--- src/rtl/bti_ifetch.sv ---
// Sequential BTI instruction fetch: credit-limited prefetch into a small tagged FIFO, redirect flush with stale-response dropping.
// Optional build macro BTI_IFETCH_ERR_HALT_EN: a buffered bus-error word stops further issue until redirect/reset.
module bti_ifetch #(
    parameter int                BTI_AW = 32,
    parameter int                BTI_DW = 32,
    parameter int                TIDW   = 4,
    parameter int                DEPTH  = 4,
    parameter logic [BTI_AW-1:0] RST_PC = '0
) (
    input  logic              clk,
    input  logic              rst,
    input  logic              redir_vld,
    input  logic [BTI_AW-1:0] redir_pc,
    output logic              bti_req_vld,
    input  logic              bti_req_rdy,
    output logic [BTI_AW-1:0] bti_req_addr,
    output logic [TIDW-1:0]   bti_req_tid,
    input  logic              bti_rsp_vld,
    output logic              bti_rsp_rdy,
    input  logic [BTI_DW-1:0] bti_rsp_data,
    input  logic [TIDW-1:0]   bti_rsp_tid,
    input  logic              bti_rsp_ok,
    output logic              inst_vld,
    input  logic              inst_rdy,
    output logic [BTI_DW-1:0] inst_data,
    output logic [BTI_AW-1:0] inst_pc,
    output logic              inst_err
);

    localparam int PW = $clog2(DEPTH);
    localparam int CW = PW + 1;

    logic [BTI_AW-1:0] r_req_pc;
    logic [BTI_AW-1:0] r_rsp_pc;
    logic [CW-1:0]     r_inflight;
    logic [CW-1:0]     r_drop_cnt;
    logic [CW-1:0]     r_cnt;
    logic [TIDW-1:0]   r_tid;
    logic [PW-1:0]     r_wptr;
    logic [PW-1:0]     r_rptr;
    logic [BTI_DW-1:0] r_mem_data [DEPTH];
    logic [BTI_AW-1:0] r_mem_pc   [DEPTH];
    logic [DEPTH-1:0]  r_mem_err;

    logic [CW:0]       w_credit_sum;
    logic              w_halted;
    logic              w_req_vld;
    logic              w_req_fire;
    logic              w_rsp_fire;
    logic              w_drop;
    logic              w_push;
    logic              w_inst_vld;
    logic              w_pop;
    logic [BTI_AW-1:0] w_redir_pc;
    logic              w_unused;

    // Buffered words plus outstanding requests never exceed DEPTH, so a response always has room.
    assign w_credit_sum = {1'b0, r_inflight} + {1'b0, r_cnt};
    assign w_req_vld    = !rst && !redir_vld && !w_halted && (w_credit_sum < (CW+1)'(DEPTH));
    assign w_req_fire   = w_req_vld && bti_req_rdy;
    assign w_rsp_fire   = bti_rsp_vld && !rst;
    assign w_drop       = (r_drop_cnt != '0) || redir_vld;
    assign w_push       = w_rsp_fire && !w_drop;
    assign w_inst_vld   = !rst && (r_cnt != '0) && !redir_vld;
    assign w_pop        = w_inst_vld && inst_rdy;
    assign w_redir_pc   = {redir_pc[BTI_AW-1:2], 2'b00};
    assign w_unused     = ^{bti_rsp_tid, redir_pc[1:0]};

    assign bti_req_vld  = w_req_vld;
    assign bti_req_addr = r_req_pc;
    assign bti_req_tid  = r_tid;
    assign bti_rsp_rdy  = 1'b1;
    assign inst_vld     = w_inst_vld;
    assign inst_data    = r_mem_data[r_rptr];
    assign inst_pc      = r_mem_pc[r_rptr];
    assign inst_err     = r_mem_err[r_rptr];

    // Redirect recomputes drop_cnt from inflight so back-to-back redirects need no accumulation.
    always_ff @(posedge clk) begin
        if (rst) begin
            r_req_pc   <= RST_PC;
            r_rsp_pc   <= RST_PC;
            r_inflight <= '0;
            r_drop_cnt <= '0;
            r_tid      <= '0;
        end else if (redir_vld) begin
            r_req_pc   <= w_redir_pc;
            r_rsp_pc   <= w_redir_pc;
            r_inflight <= r_inflight - CW'(w_rsp_fire);
            r_drop_cnt <= r_inflight - CW'(w_rsp_fire);
        end else begin
            if (w_req_fire) begin
                r_req_pc <= r_req_pc + BTI_AW'(4);
                r_tid    <= r_tid + TIDW'(1);
            end
            if (w_rsp_fire && (r_drop_cnt != '0)) begin
                r_drop_cnt <= r_drop_cnt - CW'(1);
            end
            if (w_push) begin
                r_rsp_pc <= r_rsp_pc + BTI_AW'(4);
            end
            r_inflight <= r_inflight + CW'(w_req_fire) - CW'(w_rsp_fire);
        end
    end

    always_ff @(posedge clk) begin
        if (rst || redir_vld) begin
            r_wptr <= '0;
            r_rptr <= '0;
            r_cnt  <= '0;
        end else begin
            if (w_push) begin
                r_wptr <= r_wptr + PW'(1);
            end
            if (w_pop) begin
                r_rptr <= r_rptr + PW'(1);
            end
            r_cnt <= r_cnt + CW'(w_push) - CW'(w_pop);
        end
    end

    always_ff @(posedge clk) begin
        if (w_push) begin
            r_mem_data[r_wptr] <= bti_rsp_data;
            r_mem_pc[r_wptr]   <= r_rsp_pc;
            r_mem_err[r_wptr]  <= !bti_rsp_ok;
        end
    end

`ifdef BTI_IFETCH_ERR_HALT_EN
    logic r_halted;

    always_ff @(posedge clk) begin
        if (rst || redir_vld) begin
            r_halted <= 1'b0;
        end else if (w_push && !bti_rsp_ok) begin
            r_halted <= 1'b1;
        end
    end

    assign w_halted = r_halted;
`else
    assign w_halted = 1'b0;
`endif

endmodule
--- config.mk ---
export PLATFORM = sky130hd
export DESIGN_NAME = bti_ifetch
export DESIGN_NICKNAME = d
export VERILOG_FILES = /design/src/rtl/bti_ifetch.sv
export SDC_FILE = /design/constraint.sdc
export NUM_CORES = 1
export LEC_CHECK = 0
export ABC_CLOCK_PERIOD_IN_PS = 3100
export BUFFER_PORTS_ARGS = -buffer_cell sky130_fd_sc_hd__buf_2
export CAP_MARGIN = 15
export CELL_PAD_IN_SITES_DETAIL_PLACEMENT = 1
export CELL_PAD_IN_SITES_GLOBAL_PLACEMENT = 2
export CORE_MARGIN = 1.5
export CORE_UTILIZATION = 37
export DETAILED_ROUTE_END_ITERATION = 7
export GPL_ROUTABILITY_DRIVEN = 0
export GPL_TIMING_DRIVEN = 0
export PLACE_DENSITY_LB_ADDON = 0.2
export RECOVER_POWER = 25
export SETUP_SLACK_MARGIN = 0.05
export SYNTH_ARGS = -nofsm -noshare
export SYNTH_HDL_FRONTEND = slang
export SYNTH_SLANG_ARGS = --single-unit
--- constraint.sdc ---
create_clock -name clk -period 3.1 [get_ports clk]
set_clock_uncertainty 0.2 [all_clocks]
set_input_delay 0.31 -clock clk [delete_from_list [all_inputs] [get_ports clk]]
set_output_delay 0.31 -clock clk [all_outputs]
set_load 0.03 [all_outputs]
# Word level (Yosys, flattened, before mapping)
# Memories as Yosys holds them, arrays and structs flattened. A register that Yosys moved wholly into a read port is not among the register bits.
# Index checks and enable logic that the tools add are counted.
# totals
regBits	85
latchBits	0
ramBits	256
mem_bits_ro	0
inputBits	75
out_inout_bits	104
n_memories	2
# classes
add_sub_neg	12
n_mul	0
div_mod_pow	0
n_lt_le_gt_ge	4
n_eq_ne	0
n_shift	0
n_mux	18
bitwise	1
n_reduce_logical	23
# mem_list
memory	depth	width	read_ports	rd_ports_with_merged_regs	wr	line_no	text
r_mem_data	4	32	1	1	1	41	logic [BTI_DW-1:0] r_mem_data [DEPTH];
r_mem_pc	4	32	1	1	1	42	logic [BTI_AW-1:0] r_mem_pc [DEPTH];
# op_table
op	n
32-bit 2-to-1 mux	4
32-bit by 3-bit adder with 32-bit output, second input constant	2
1-bit logical AND	10
3-bit 2-to-1 mux	3
3-bit by 1-bit subtractor with 3-bit output	3
2-bit 2-to-1 mux	4
3-bit by 1-bit adder with 3-bit output	2
2-bit by 3-bit < comparator with 1-bit output, second input constant	2
2-bit nonzero test	3
3-bit nonzero test	2
2-bit by 1-bit adder with 2-bit output, second input constant	2
3-bit by 3-bit adder with 4-bit output	1
4-bit by 1-bit adder with 4-bit output, second input constant	1
4-bit bitwise mux	1
1-bit zero test	4
4-bit by 3-bit < comparator with 1-bit output, second input constant	1
1-bit 2-to-1 mux	4
3-bit by 1-bit subtractor with 3-bit output, second input constant	1
1-bit binary-select mux with 2-bit select	1
1-bit demux with 2-bit select	1
2-bit by 1-bit >= comparator with 1-bit output, second input constant	1
1-bit logical OR	2
2-bit AND reduction	1
2-bit OR reduction	1
1-bit NOT	1

# Depth between registers and ports, before layout
# logic_depth
depth_word	7
mapped_depth	15
depth_no_buf	12

# Least setup slack after synthesis
# OpenSTA, ideal clock, no wires.
# synth_path
path_kind	flip-flop to flip-flop
start	register r_drop_cnt[0]
end	memory r_mem_data[1][0], enable pin
arrival_ps	2594
path_slack_ps	-122
stages_incl_launch_ff	7
synth_period_minus_slack_ps	3222
path_cell_list	dfxtp_1 > inv_1 > ha_1 > nand2b_1 > nor3_1 > clkbuf_1 > and2_1
# synth_via
elab_chain_cells	6
# synth_rtl
item	line_no	text
from (decl)	36	logic [CW-1:0] r_drop_cnt;
from (signal assigned)	90	r_drop_cnt <= r_inflight - CW'(w_rsp_fire);
from (signal assigned)	97	r_drop_cnt <= r_drop_cnt - CW'(1);
3-bit nonzero test	62	assign w_drop = (r_drop_cnt != '0) || redir_vld;
1-bit logical OR	62	
1-bit zero test	63	assign w_push = w_rsp_fire && !w_drop;
1-bit logical AND	63	
1-bit 2-to-1 mux	123	if (w_push) begin
1-bit 2-to-1 mux (implied by the code)	124	r_mem_data[r_wptr] <= bti_rsp_data;
to (decl)	41	
# Every way passes these cells.

# Worst setup path in the final report
# layout_path
start	register r_inflight[1]
end	register r_inflight[2]
# layout_via
elab_chain_cells	7
elab_cells_between_ends	8
classes_between	add/sub: 4; order compare: 1; mux: 1; reduce/logical: 2
# layout_rtl
item	line_no	text
from (decl)	35	logic [CW-1:0] r_inflight;
from (signal assigned)	89	r_inflight <= r_inflight - CW'(w_rsp_fire);
from (signal assigned)	102	r_inflight <= r_inflight + CW'(w_req_fire) - CW'(w_rsp_fire);
3-bit by 3-bit adder with 4-bit output	58	assign w_credit_sum = {1'b0, r_inflight} + {1'b0, r_cnt};
4-bit by 3-bit < comparator with 1-bit output	59	assign w_req_vld = !rst && !redir_vld && !w_halted && (w_credit_sum < (CW+1)'(DEPTH));
1-bit logical AND	59	
1-bit logical AND	60	assign w_req_fire = w_req_vld && bti_req_rdy;
3-bit by 1-bit adder with 3-bit output	102	
3-bit by 1-bit subtractor with 3-bit output	102	
3-bit 2-to-1 mux *	86	end else if (redir_vld) begin
# Every way passes the cells marked *; elsewhere a longest branch is shown, timed or not.
# A chain may end at the register's enable or synchronous reset.

==> parameters.txt <==
Parameter                              Value

Cells and area
  Commonest non-fill, non-tap cell in the layout ... sky130_fd_sc_hd__edfxtp_1
  Number of non-filler instances in the completed layout ... 1,631
  Number of nets in the layout ... 1,235
  Area of the multi-input gates ... 4040 sq um
  Fraction of final layout cells sized beyond drive strength 1 ... 26.6%
  Antenna diode instance count ... 0
  FF/Latch Area ... 9150 sq um
  Most frequent cells in the layout ... sky130_fd_sc_hd__edfxtp_1 (252), sky130_fd_sc_hd__buf_2 (147), sky130_fd_sc_hd__dfxtp_1 (76)
  Area growth syn-to-layout ... 24.8%
  Fillcell total ... 3,608
  Post-route core utilization ... 47.1%

Timing
  Hold violation total from the final report ... 0
  Final worst slack ... 0.157 ns
  Setup repair after global routing missed its margin ... yes
  Finish-stage setup viols ... 0
  Slew @ Worst Pin ... 0.721 ns
  Time the worst path needs with I/O delays and setup ... 2.94 ns
  Upper clock frequency limit ... 340 MHz
  Final worst-path cycle share ... 94.9%
  Max-slew violation total from the final report ... 0
  Normalized max-slew margin ... 51.6%

GRT
  Maximum number of pins on one net before global-route repair ... 58
  First-pass GRT wire length ... 52,300 um
  Global route total overflow ... 0
  Number of antenna violations at the first check in global routing ... 0
  Via count of the first global-routing pass ... 8,879
  Global-route total usage across every layer ... 18.0%

Drt
  Total via count in the routed design ... 8,326
  Via-per-instance ratio ... 5.10
  Routed wire per std cell ... 20.4 um
  Routed Antenna Nets ... 0
  Number of search-and-repair iterations in the first detailed-routing pass ... 6
  Total wire length after detailed routing ... 33,300 um
  DRC viols ... 12
  Violation count after the first detailed-route iteration ... 289

CTS
  H-tree depth ... 2
  Clock tree from TritonCTS ... yes
  Clk_lat worst skew ... 0.51 ns
  Max Root-Sink Buffers ... 3
  Number of buffers added by the clock tree synthesis step ... 37
  Clock tree root driver cell ... sky130_fd_sc_hd__clkbuf_16
  Clock slew seen by the registers of the worst setup and hold paths ... 0.06 ns
  Sinks on the clock net ... 331

Worst hold path
  Class of the tightest hold or removal check ... in2reg

Critical path
  Critical path peak fanout ... 25
  Required time of the worst setup path ... 3.26 ns
  Setup Crit Path Kind ... reg2reg
  Critical path endpoint category ... flop
  Startpoint class of the critical path ... flop
  WP data arrival ... 3.10 ns

Yosys
  Number of enable-type register cells in the synthesized netlist ... 252
  Leading register cell type out of synthesis ... sky130_fd_sc_hd__edfxtp_1
  Count of state elements after synthesis ... 331
  Post-synthesis instance area ... 13,500 sq um
  Proportion of synthesized chip area in sequential cells ... 67.9%
  Yosys synthesis warning count ... 0
  Gate count of the mapped netlist ... 868
  Fraction of synthesis flops using an asynchronous set or reset pin ... 0%
  Netlist cell types ... 54
  Average cell area after synthesis ... 15.5 sq um

Placement
  Detailed placement HPWL ... 22,600 um
  Pre-CTS setup slack ... -0.378 ns
  # placed instances ... 1,503
  Port bufs ... 167

Pwr
  Leak ... 5.83 nW
  Power per cell area ... 587 nW/um^2
  Peak VDD IR ... 392 uV

Flow run
  Max-capacitance violation count ... 0

Run status
  Failing checks ... DRC
  Result of the run ... finished, violations left

Floorplan
  Area of the die ... 37,600 sq um
  Die X-Extent ... 194 um
  Count of standard-cell rows ... 69
  Die Y-Extent ... 194 um
  I/O pin count ... 179
  Initial standard-cell utilization of the core ... 37.7%
  Core region area ... 35,700 sq um
routing by layer:
metal	vias to the layer above	wire length (um)	track usage [%]
met5	-	0	0
met4	0	834	5.41
met3	50	1740	3.36
met2	199	15600	29.8
met1	4166	15100	24.3
li1	3911	-	-
final timing paths:
check                     start            end  slack, ns  cells past startpoint
hold reg to reg       r_wptr[1]      r_wptr[1]       0.31                      2
setup reg to reg  r_inflight[1]  r_inflight[2]       0.16                     13
hold / removal      redir_pc[9]    r_rsp_pc[9]       0.04                      4
setup / recovery  r_inflight[1]  r_inflight[2]       0.16                     13
kinds of logic (layout without fill, tap and decap cells):
| logic type | count (synthesis) | after routing | synth area share (%) |
|---|---|---|---|
| mux | 68 | 68 | 10.9 |
| fa+ha+maj | 19 | 19 | 1.88 |
| flops | 331 | 331 | 67.9 |
| compound gates | 109 | 109 | 5.28 |
| other cells | 2 | 5 | 0.0557 |
| xor+xnor | 46 | 46 | 2.99 |
| buf+inv | 77 | 376 | 2.40 |
| simple gates | 216 | 216 | 8.57 |
power breakdown:
| part | switching, mW | internal (mW) |
|---|---|---|
| clock | 1.73 | 2.46 |
| sequential | 0.122 | 4.88 |
| combinational | 0.418 | 0.265 |
| total | 2.27 | 7.60 |
synthesized netlist by cell type (5+ instances only):
| library cell | instances | area share (%) |
|---|---|---|
| sky130_fd_sc_hd__clkbuf_1 | 31 | 0.86 |
| sky130_fd_sc_hd__dfxtp_1 | 79 | 12 |
| sky130_fd_sc_hd__inv_1 | 25 | 0.70 |
| sky130_fd_sc_hd__a21oi_1 | 22 | 0.82 |
| sky130_fd_sc_hd__nor2_1 | 51 | 1.4 |
| sky130_fd_sc_hd__edfxtp_1 | 252 | 56 |
| sky130_fd_sc_hd__and3_1 | 11 | 0.51 |
| sky130_fd_sc_hd__nor3_1 | 10 | 0.37 |
| sky130_fd_sc_hd__o21ai_0 | 16 | 0.59 |
| sky130_fd_sc_hd__xor2_1 | 28 | 1.8 |
| sky130_fd_sc_hd__or4_1 | 5 | 0.28 |
| sky130_fd_sc_hd__a31oi_1 | 21 | 0.97 |
| sky130_fd_sc_hd__ha_1 | 17 | 1.6 |
| sky130_fd_sc_hd__a21boi_0 | 9 | 0.50 |
| sky130_fd_sc_hd__xnor2_1 | 18 | 1.2 |
| sky130_fd_sc_hd__nand2_1 | 55 | 1.5 |
| sky130_fd_sc_hd__nand4_1 | 25 | 1.2 |
| sky130_fd_sc_hd__buf_2 | 12 | 0.45 |
| sky130_fd_sc_hd__buf_4 | 5 | 0.28 |
| sky130_fd_sc_hd__nand3_1 | 15 | 0.56 |
| sky130_fd_sc_hd__a211oi_1 | 22 | 1.2 |
| sky130_fd_sc_hd__mux4_2 | 63 | 11 |
| sky130_fd_sc_hd__and2_1 | 12 | 0.56 |
worst max-delay path, cell delays in order, from the launching register on:
cell,delay [ns]
sky130_fd_sc_hd__dfxtp_2,0.34
sky130_fd_sc_hd__ha_1,0.31
sky130_fd_sc_hd__a311oi_2,0.26
sky130_fd_sc_hd__and2_1,0.19
sky130_fd_sc_hd__buf_6,0.13
sky130_fd_sc_hd__inv_8,0.08
sky130_fd_sc_hd__ha_1,0.27
sky130_fd_sc_hd__inv_1,0.04
sky130_fd_sc_hd__ha_2,0.17
sky130_fd_sc_hd__fa_2,0.33
sky130_fd_sc_hd__xor2_1,0.15
sky130_fd_sc_hd__o21ai_1,0.14
sky130_fd_sc_hd__xnor2_1,0.13
sky130_fd_sc_hd__nor2_1,0.05
state kept, by name, summed over array words and instances (netlist names), 4 cells and up, named ones only:
| register | cells |
|---|---|
| r_rsp_pc | 30 |
| bti_req_tid | 4 |
| r_mem_err | 4 |
| r_mem_pc | 120 |
| r_mem_data | 128 |
| bti_req_addr | 30 |
timing repair:
item / CTS / global route
resized for setup: 14 / 4
setup endpoints to repair: 62 / 6
setup buffers: 1 / 0
pin swaps: 3 / 2
hold endpoints to repair: 186 / 0
hold buffers: 62 / 0
layout make-up:
class / count / area share (%)
tap: 461 / 3.43
sequential: 331 / 54.4
multi-input combinational: 463 / 24.0
clock buffer: 42 / 5.62
inverter: 26 / 0.625
clock inverter: 26 / 1.35
timing repair buffer: 234 / 9.16
buffer: 48 / 1.39
stage by stage:
step	total power [mW]	hold WS, ns	area (sq um)	TNS [ns]
after floorplan	5.44	0.209	13500	0
after global placement	5.71	0.293	14900	-96.22
after detailed placement	5.73	0.306	15000	-0.511
after CTS	10.0	0.0260	16800	0
after global routing	10.2	0.0446	16800	0
final	9.88	0.0365	16800	0
(Power assumes the default switching activity.)
